$ cat src/rtl/trng_pkg.sv
// trng_pkg: shared pair-state type and default sizing for the TRNG harvester
package trng_pkg;
  typedef enum logic {IDLE, HAVE_FIRST} pair_state_t;
  localparam int TRNG_WIDTH = 16;
  localparam int TRNG_RCT_CUTOFF = 32;
endpackage

$ cat src/rtl/trng_vn_corrector.sv
// trng_vn_corrector: von Neumann debiasing over consecutive strobed samples
module trng_vn_corrector
  import trng_pkg::*;
(
  input  logic clk,
  input  logic rst,
  input  logic en,
  input  logic sample,
  input  logic strobe,
  output logic vn_bit,
  output logic vn_valid
);
  pair_state_t state, state_d;
  logic first;
  always_ff @(posedge clk) begin
    if (rst) begin
      state <= IDLE;
      first <= 1'b0;
    end else begin
      state <= state_d;
      if (strobe && state == IDLE) first <= sample;
    end
  end
  always_comb begin
    state_d = !en ? IDLE : strobe ? (state == IDLE ? HAVE_FIRST : IDLE) : state;
    vn_bit = first;
    vn_valid = strobe && state == HAVE_FIRST && sample != first;
  end
endmodule

$ cat src/rtl/trng_harvester.sv
// trng_harvester: samples raw_bit, debiases, packs WIDTH-bit words onto valid/ready.
// Define TRNG_HEALTH_EN to build the repetition-count health test.
module trng_harvester
  import trng_pkg::*;
#(
  parameter int WIDTH = TRNG_WIDTH,
  parameter int SYNC_STAGES = 2,
  parameter int SAMPLE_DIV = 4,
  parameter int RCT_CUTOFF = TRNG_RCT_CUTOFF
) (
  input  logic             clk,
  input  logic             rst,
  input  logic             raw_bit,
  input  logic             en,
  output logic [WIDTH-1:0] rnd_data,
  output logic             rnd_valid,
  input  logic             rnd_ready,
  output logic             health_fail
);
  localparam int DW = SAMPLE_DIV > 1 ? $clog2(SAMPLE_DIV) : 1;
  localparam int CW = $clog2(WIDTH + 1);
  if (WIDTH < 2 || WIDTH > 64 || SYNC_STAGES < 2 || SAMPLE_DIV < 1 || RCT_CUTOFF < 1) begin : g_bad_param
    $error("trng_harvester: illegal parameter value");
  end
  logic [SYNC_STAGES-1:0] sync;
  logic [DW-1:0] div;
  logic [WIDTH-1:0] shreg, shreg_d;
  logic [CW-1:0] cnt;
  logic sample, strobe, vn_bit, vn_valid, xfer, full, out_free, word_done, load, hf_kill;
  assign sample = sync[SYNC_STAGES-1];
  assign strobe = en && div == DW'(SAMPLE_DIV - 1);
  assign xfer = rnd_valid && rnd_ready;
  assign full = cnt == CW'(WIDTH);
  assign out_free = !rnd_valid || xfer;
  assign shreg_d = {shreg[WIDTH-2:0], vn_bit};
  assign word_done = vn_valid && !full && cnt == CW'(WIDTH - 1);
  assign load = !hf_kill && out_free && (full || word_done);
  always_ff @(posedge clk) begin
    sync <= rst ? '0 : {sync[SYNC_STAGES-2:0], raw_bit};
    div <= (rst || !en || strobe) ? '0 : div + 1'b1;
  end
  trng_vn_corrector u_vn (
    .clk(clk), .rst(rst), .en(en), .sample(sample), .strobe(strobe),
    .vn_bit(vn_bit), .vn_valid(vn_valid)
  );
  // A full shift register holds its word until the output frees; bits arriving meanwhile are lost.
  always_ff @(posedge clk) begin
    if (rst) begin
      shreg <= '0;
      cnt <= '0;
      rnd_data <= '0;
      rnd_valid <= 1'b0;
    end else if (hf_kill) begin
      shreg <= '0;
      cnt <= '0;
      rnd_valid <= 1'b0;
    end else begin
      if (load) begin
        rnd_data <= full ? shreg : shreg_d;
        cnt <= '0;
      end else if (word_done) begin
        shreg <= shreg_d;
        cnt <= CW'(WIDTH);
      end else if (vn_valid && !full) begin
        shreg <= shreg_d;
        cnt <= cnt + 1'b1;
      end
      rnd_valid <= load || (rnd_valid && !xfer);
    end
  end
`ifdef TRNG_HEALTH_EN
  localparam int RW = $clog2(RCT_CUTOFF + 1);
  logic [RW-1:0] rct, rct_d;
  logic last, hf_set;
  assign rct_d = (rct != '0 && sample == last) ? (rct == RW'(RCT_CUTOFF) ? rct : rct + 1'b1) : RW'(1);
  assign hf_set = strobe && rct_d == RW'(RCT_CUTOFF);
  assign hf_kill = health_fail || hf_set;
  always_ff @(posedge clk) begin
    if (rst) begin
      rct <= '0;
      last <= 1'b0;
      health_fail <= 1'b0;
    end else begin
      if (strobe) begin
        rct <= rct_d;
        last <= sample;
      end
      if (hf_set) health_fail <= 1'b1;
    end
  end
`else
  assign health_fail = 1'b0;
  assign hf_kill = 1'b0;
`endif
endmodule

$ cat config.mk
export PLATFORM = sky130hd
export DESIGN_NAME = trng_harvester
export DESIGN_NICKNAME = d
export VERILOG_FILES = /design/src/rtl/trng_pkg.sv /design/src/rtl/trng_vn_corrector.sv /design/src/rtl/trng_harvester.sv
export SDC_FILE = /design/constraint.sdc
export NUM_CORES = 1
export LEC_CHECK = 0
export ABC_AREA = 1
export CAP_MARGIN = 10
export CORE_UTILIZATION = 57
export CTS_CLUSTER_DIAMETER = 200
export DETAILED_ROUTE_END_ITERATION = 12
export GPL_TIMING_DRIVEN = 1
export PLACE_DENSITY = 0.75
export SLEW_MARGIN = 20
export SYNTH_ARGS = -nofsm -noshare
export SYNTH_HDL_FRONTEND = slang
export SYNTH_SLANG_ARGS = --single-unit
export TNS_END_PERCENT = 50
$ cat constraint.sdc
create_clock -name clk -period 1.8 [get_ports clk]
set_input_delay 0.45 -clock clk [delete_from_list [all_inputs] [get_ports clk]]
set_output_delay 0.45 -clock clk [all_outputs]
set_load 0.05 [all_outputs]
## Word level (Yosys, flattened, before mapping)

Cells that the tools add are included.

| operators by class | value |
|---|---|
| $add $sub $neg | 2 |
| equal/unequal tests | 4 |
| mux-type cells | 6 |
| bitwise gates (word level) | 3 |
| reduce and logical (&&, ||, !) cells | 23 |

Operator list:

| kind | number |
|---|---|
| 2-to-1 mux 16 bit | 3 |
| 2-to-1 mux 5 bit | 2 |
| logical AND 1 bit | 9 |
| adder 5 x 1 -> 5 bit, second input constant | 1 |
| == test 5 x 4 -> 1 bit, second input constant | 1 |
| == test 5 bit, second input constant | 1 |
| logical OR 1 bit | 5 |
| logical NOT 1 bit | 4 |
| OR reduction 2 bit | 2 |
| inverter 1 bit | 3 |
| OR reduction 3 bit | 1 |
| adder 2 x 1 -> 2 bit, second input constant | 1 |
| == test 2 bit, second input constant | 1 |
| AND reduction 2 bit | 1 |
| nonzero test 2 bit | 1 |
| 2-to-1 mux 1 bit | 1 |
| != test 1 bit | 1 |

| storage, ports and cells | value |
|---|---|
| bits in registers | 44 |
| bits of input ports | 5 |
| output and inout port bits | 18 |
| word-level logic and storage cells | 47 |

## Longest topological paths before layout

| depth | value |
|---|---|
| depth after elaboration | 10 |
| depth in mapped cells | 12 |
| depth with buffers taken out | 11 |

## Hierarchy

A second synthesis with hierarchy kept.

| second synthesis, totals | value |
|---|---|
| cell total of the unflattened synthesis | 325 |
| area total of the unflattened synthesis | 2095.8 um2 |

By module, submodules not included:

| module | instances | cells each | area each (um2) | sequential area each (um2) |
|---|---|---|---|---|
| trng_harvester | 1 | 306 | 1986.9 | 840.8 |
| trng_vn_corrector | 1 | 19 | 108.9 | 40.0 |

## Least setup slack after synthesis

No wires, ideal clock.

| path | value |
|---|---|
| kind | register -> register |
| start point | register rnd_valid |
| end point | register rnd_data[10] |
| library setup time | 0.115 ns |
| arrival | 1.460 ns |
| required time | 1.685 ns |
| setup slack | 0.225 ns |
| stages on the path, launching flop included | 7 |
| path buffers | 1 |
| period minus slack after synthesis | 1.575 ns |
| cell sequence | dfxtp_1 > inv_1 > nor2_1 > clkinv_1 > buf_2 > a21oi_2 > nor2_2 |

| between the ends | value |
|---|---|
| word-level cells in the longest chain between the ends | 3 |
| elaborated cells between the ends (all ways) | 4 |
| classes of those cells | reduce/logical: 4 |

Ends and longest elaborated chain:

| element | line | RTL |
|---|---|---|
| from (decl) | trng_harvester.sv:16 | `output logic rnd_valid,` |
| from (signal assigned) | trng_harvester.sv:68 | `rnd_valid <= load \|\| (rnd_valid && !xfer);` |
| logical NOT 1 bit / logical AND 1 bit (equally long branches) | trng_harvester.sv:34, trng_harvester.sv:32 |  |
| logical OR 1 bit * | trng_harvester.sv:34 | `assign out_free = !rnd_valid \|\| xfer;` |
| logical AND 1 bit * | trng_harvester.sv:37 | `assign load = !hf_kill && out_free && (full \|\| word_done);` |
| to (signal assigned) | trng_harvester.sv:59 | `rnd_data <= full ? shreg : shreg_d;` |
| to (decl) | trng_harvester.sv:15 | `output logic [WIDTH-1:0] rnd_data,` |

Every way passes the cells marked *; elsewhere a longest branch is shown, timed or not.
A chain may end at the register's enable or synchronous reset.

## Worst setup path in the final report

| path | value |
|---|---|
| start point | input en |
| end point | register rnd_data[11] |

| between the ends | value |
|---|---|
| word-level cells in the longest chain between the ends | 7 |

Ends and longest elaborated chain:

| element | line | RTL |
|---|---|---|
| from (decl) | trng_harvester.sv:14 | `input logic en,` |
| logical AND 1 bit | trng_harvester.sv:31 | `assign strobe = en && div == DW'(SAMPLE_DIV - 1);` |
| logical AND 1 bit (2 in series) | trng_vn_corrector.sv:27 | `vn_valid = strobe && state == HAVE_FIRST && sample != first;` |
| logical AND 1 bit (2 in series) | trng_harvester.sv:36 | `assign word_done = vn_valid && !full && cnt == CW'(WIDTH - 1);` |
| logical OR 1 bit | trng_harvester.sv:37 |  |
| logical AND 1 bit | trng_harvester.sv:37 |  |

Every way passes these cells.

==> metrics.cfg <==
[logic_synthesis]
yosysWarnings=0
ys_ff_latch=44
syn-cell-area_um2=2430
syn_avg_cell_area_um2=7.01
syn-instance-count=347
synth.distinct_cells=29
syn_nets=356
synth_seq_area_share=0.362

[floorplan]
die_w_um=67.3
ios=23
die_h_um=67.3
coreArea_um2=4060
dieArea_um2=4530
initial_core_util=0.600
rows=23

[route]
vias=2001
drc=0
wl_mm=4.76
ant_nets=0
wl_per_cell_um=11.0
first_iter_violations=102
viasPerCell=4.64
drt_pass1_iterations=4

[timing]
hold_viol=0
drv_slew=0
holdWs_ns=0.409
timing.final.ws_setup_ns=0.0865
fin_tns_setup_ns=0
fin_crit_ns=1.71
finClkSkew_ns=0.00364
setup_viol=0
fmax_mhz=584
final.period_utilization=0.952

[setup_path]
crit_buf_inv=4
required_ns=2.04
worstSetupPathType=in2reg
worstPathMaxFanout=6
worst_setup_path_end_kind=register
cp_slowest_stage_delay_ns=0.48
worstPathArrival_ns=1.95
cpMostUsedCell=buf_12
crit_path_top_delay_cell=clkdlybuf4s50_1
critical-path-top-delay-family=buffers and inverters
crit_chain=clkdlybuf4s50_1 > nand2_1 > nor2_2 > nand2_2 > o21bai_4 > buf_12 > buf_12 > buf_12 > a21oi_2 > nor2_2
startpoint_type=input pin

[grt]
track_usage=0.202
grt_max_degree=34
gr-total-overflow=0
antenna_found_initial=0
grt_pass1_wl_mm=6.87
grt_pass1_vias=1627

[layout]
n_antenna_cell=0
design_area_um2=2960
fillers=319
area_delta_synth_final_pct=21.6
drive_gt1_frac=0.283
fin_nets=389

[cts]
cts.sinks=44
insertion_delay_ns=0.30
cts_hold_buf=0
clockBufferDepth=2
h-tree-depth=2
cts_buffers=5
clkTransAtPathRegs_ns=0.08
cts_root_buffer=clkbuf_8
cts_tree=done

[hold_path]
hold_path.class=reg2reg

[pwr]
power_density_nw_per_um2=600
p_leak_uw=0.00136
max-vdd-ir-drop_mv=0.507

[place]
dp_worst_setup_slack_ns=-0.170
io_buffer_count=21
placed_area_um2=2720
hpwlAfterDp_mm=3.09
gp_congestion=0.758

[status]
run_status=complete, no violations

[run]
maxCapViolCount=0

-- cells in the mapped netlist (all sizes together) --
library cell | instances | share of area
buf | 15 | 0.047
o211ai | 1 | 0.0051
conb | 1 | 0.0015
a21oi | 17 | 0.060
ha | 4 | 0.021
nand2 | 117 | 0.19
a311oi | 1 | 0.0036
a211oi | 1 | 0.0031
nand3 | 20 | 0.072
dfxtp | 44 | 0.36
o21ai | 4 | 0.0082
xnor2 | 1 | 0.0036
clkinv | 11 | 0.017
o21bai | 1 | 0.0077
a31oi | 1 | 0.0026
xor2 | 2 | 0.0072
inv | 42 | 0.065
nor2 | 64 | 0.13
-- tightest hold or removal path, cell delays in order (launching register included) --
cell and delay (ns):
dfxtp_1 0.30, inv_1 0.04, nor2_1 0.03
-- state kept, by name, summed over array words and instances, names as in the netlist --
name         flops
rnd_data        16
sync             2
div              2
rnd_valid        1
cnt              5
u_vn.state       1
u_vn.vn_bit      1
shreg           16
-- where the power goes --
group | internal [uW] | leakage, uW | switching, uW | total [uW]
registers | 977 | 0.000356 | 2.00 | 979
logic | 22.7 | 0.000948 | 38.8 | 61.5
clock network | 412 | 0.0000552 | 324 | 735
-- metal layers --
metal	up-vias	wire length [um]	track usage
li1	1098	-	-
met1	865	2320	0.268
met2	31	2200	0.311
met3	7	170	0.0507
met4	0	68	0.0824
met5	-	0	0
-- cells by family (layout without fill, tap and decap cells) --
logic type	after synthesis	after routing	synth area share
adders and majority gates	4	4	0.0206
DFF	44	44	0.362
xor gates and xnor gates	3	3	0.0108
and+or+nand+nor	201	201	0.387
other	1	1	0.00154
buffers and inverters	68	102	0.129
AOI/OAI and AO/OA	26	26	0.0900
-- worst paths after layout --
check	slack, ns	end	depth (start not counted)	start
setup / recovery	0.09	rnd_data[11]	10	en
hold / removal	0.41	sync[1]	2	sync[0]
setup reg to reg	0.10	rnd_data[8]	11	cnt[0]
hold reg to reg	0.41	sync[1]	2	sync[0]
-- cells in the final DEF (no fill, tap or decap), types with 2 or more instances in the layout --
master / n
clkinv_1: 11
nor2_2: 17
nand2_2: 2
nor2_1: 45
dfxtp_2: 2
a21oi_2: 16
dfxtp_1: 42
clkdlybuf4s50_1: 4
inv_2: 4
buf_4: 26
nand3_1: 5
nand2_1: 113
inv_1: 38
nand3_2: 15
clkbuf_8: 5
ha_1: 2
xor2_1: 2
ha_2: 2
o21ai_0: 3
clkbuf_16: 3
nand2_4: 2
buf_6: 2
buf_12: 6
-- stage by stage --
step / util / total power (uW) / instances
after floorplan: - / 1040 / 347
after global placement: 0.670 / 1060 / 417
after detailed placement: 0.670 / 1060 / 417
after CTS: 0.696 / 1800 / 425
after global routing: 0.729 / 1840 / 431
final: 0.729 / 1780 / 431
-- area by class of cell --
cell class,instances,area [um^2],share of cell area
clock inverter,2,35.0,0.0118
tap,50,62.6,0.0211
sequential,44,883,0.299
clock buffer,6,72.6,0.0245
multi-input combinational,235,1250,0.424
inverter,53,199,0.0672
timing repair buffer,41,453,0.153
-- repair_timing --
action / in CTS / in global routing
hold endpoints to repair: 0 / 0
gates resized for setup: 0 / 7
endpoints found under the setup margin: 0 / 32
setup buffers: 0 / 2
(Power assumes the default switching activity.)
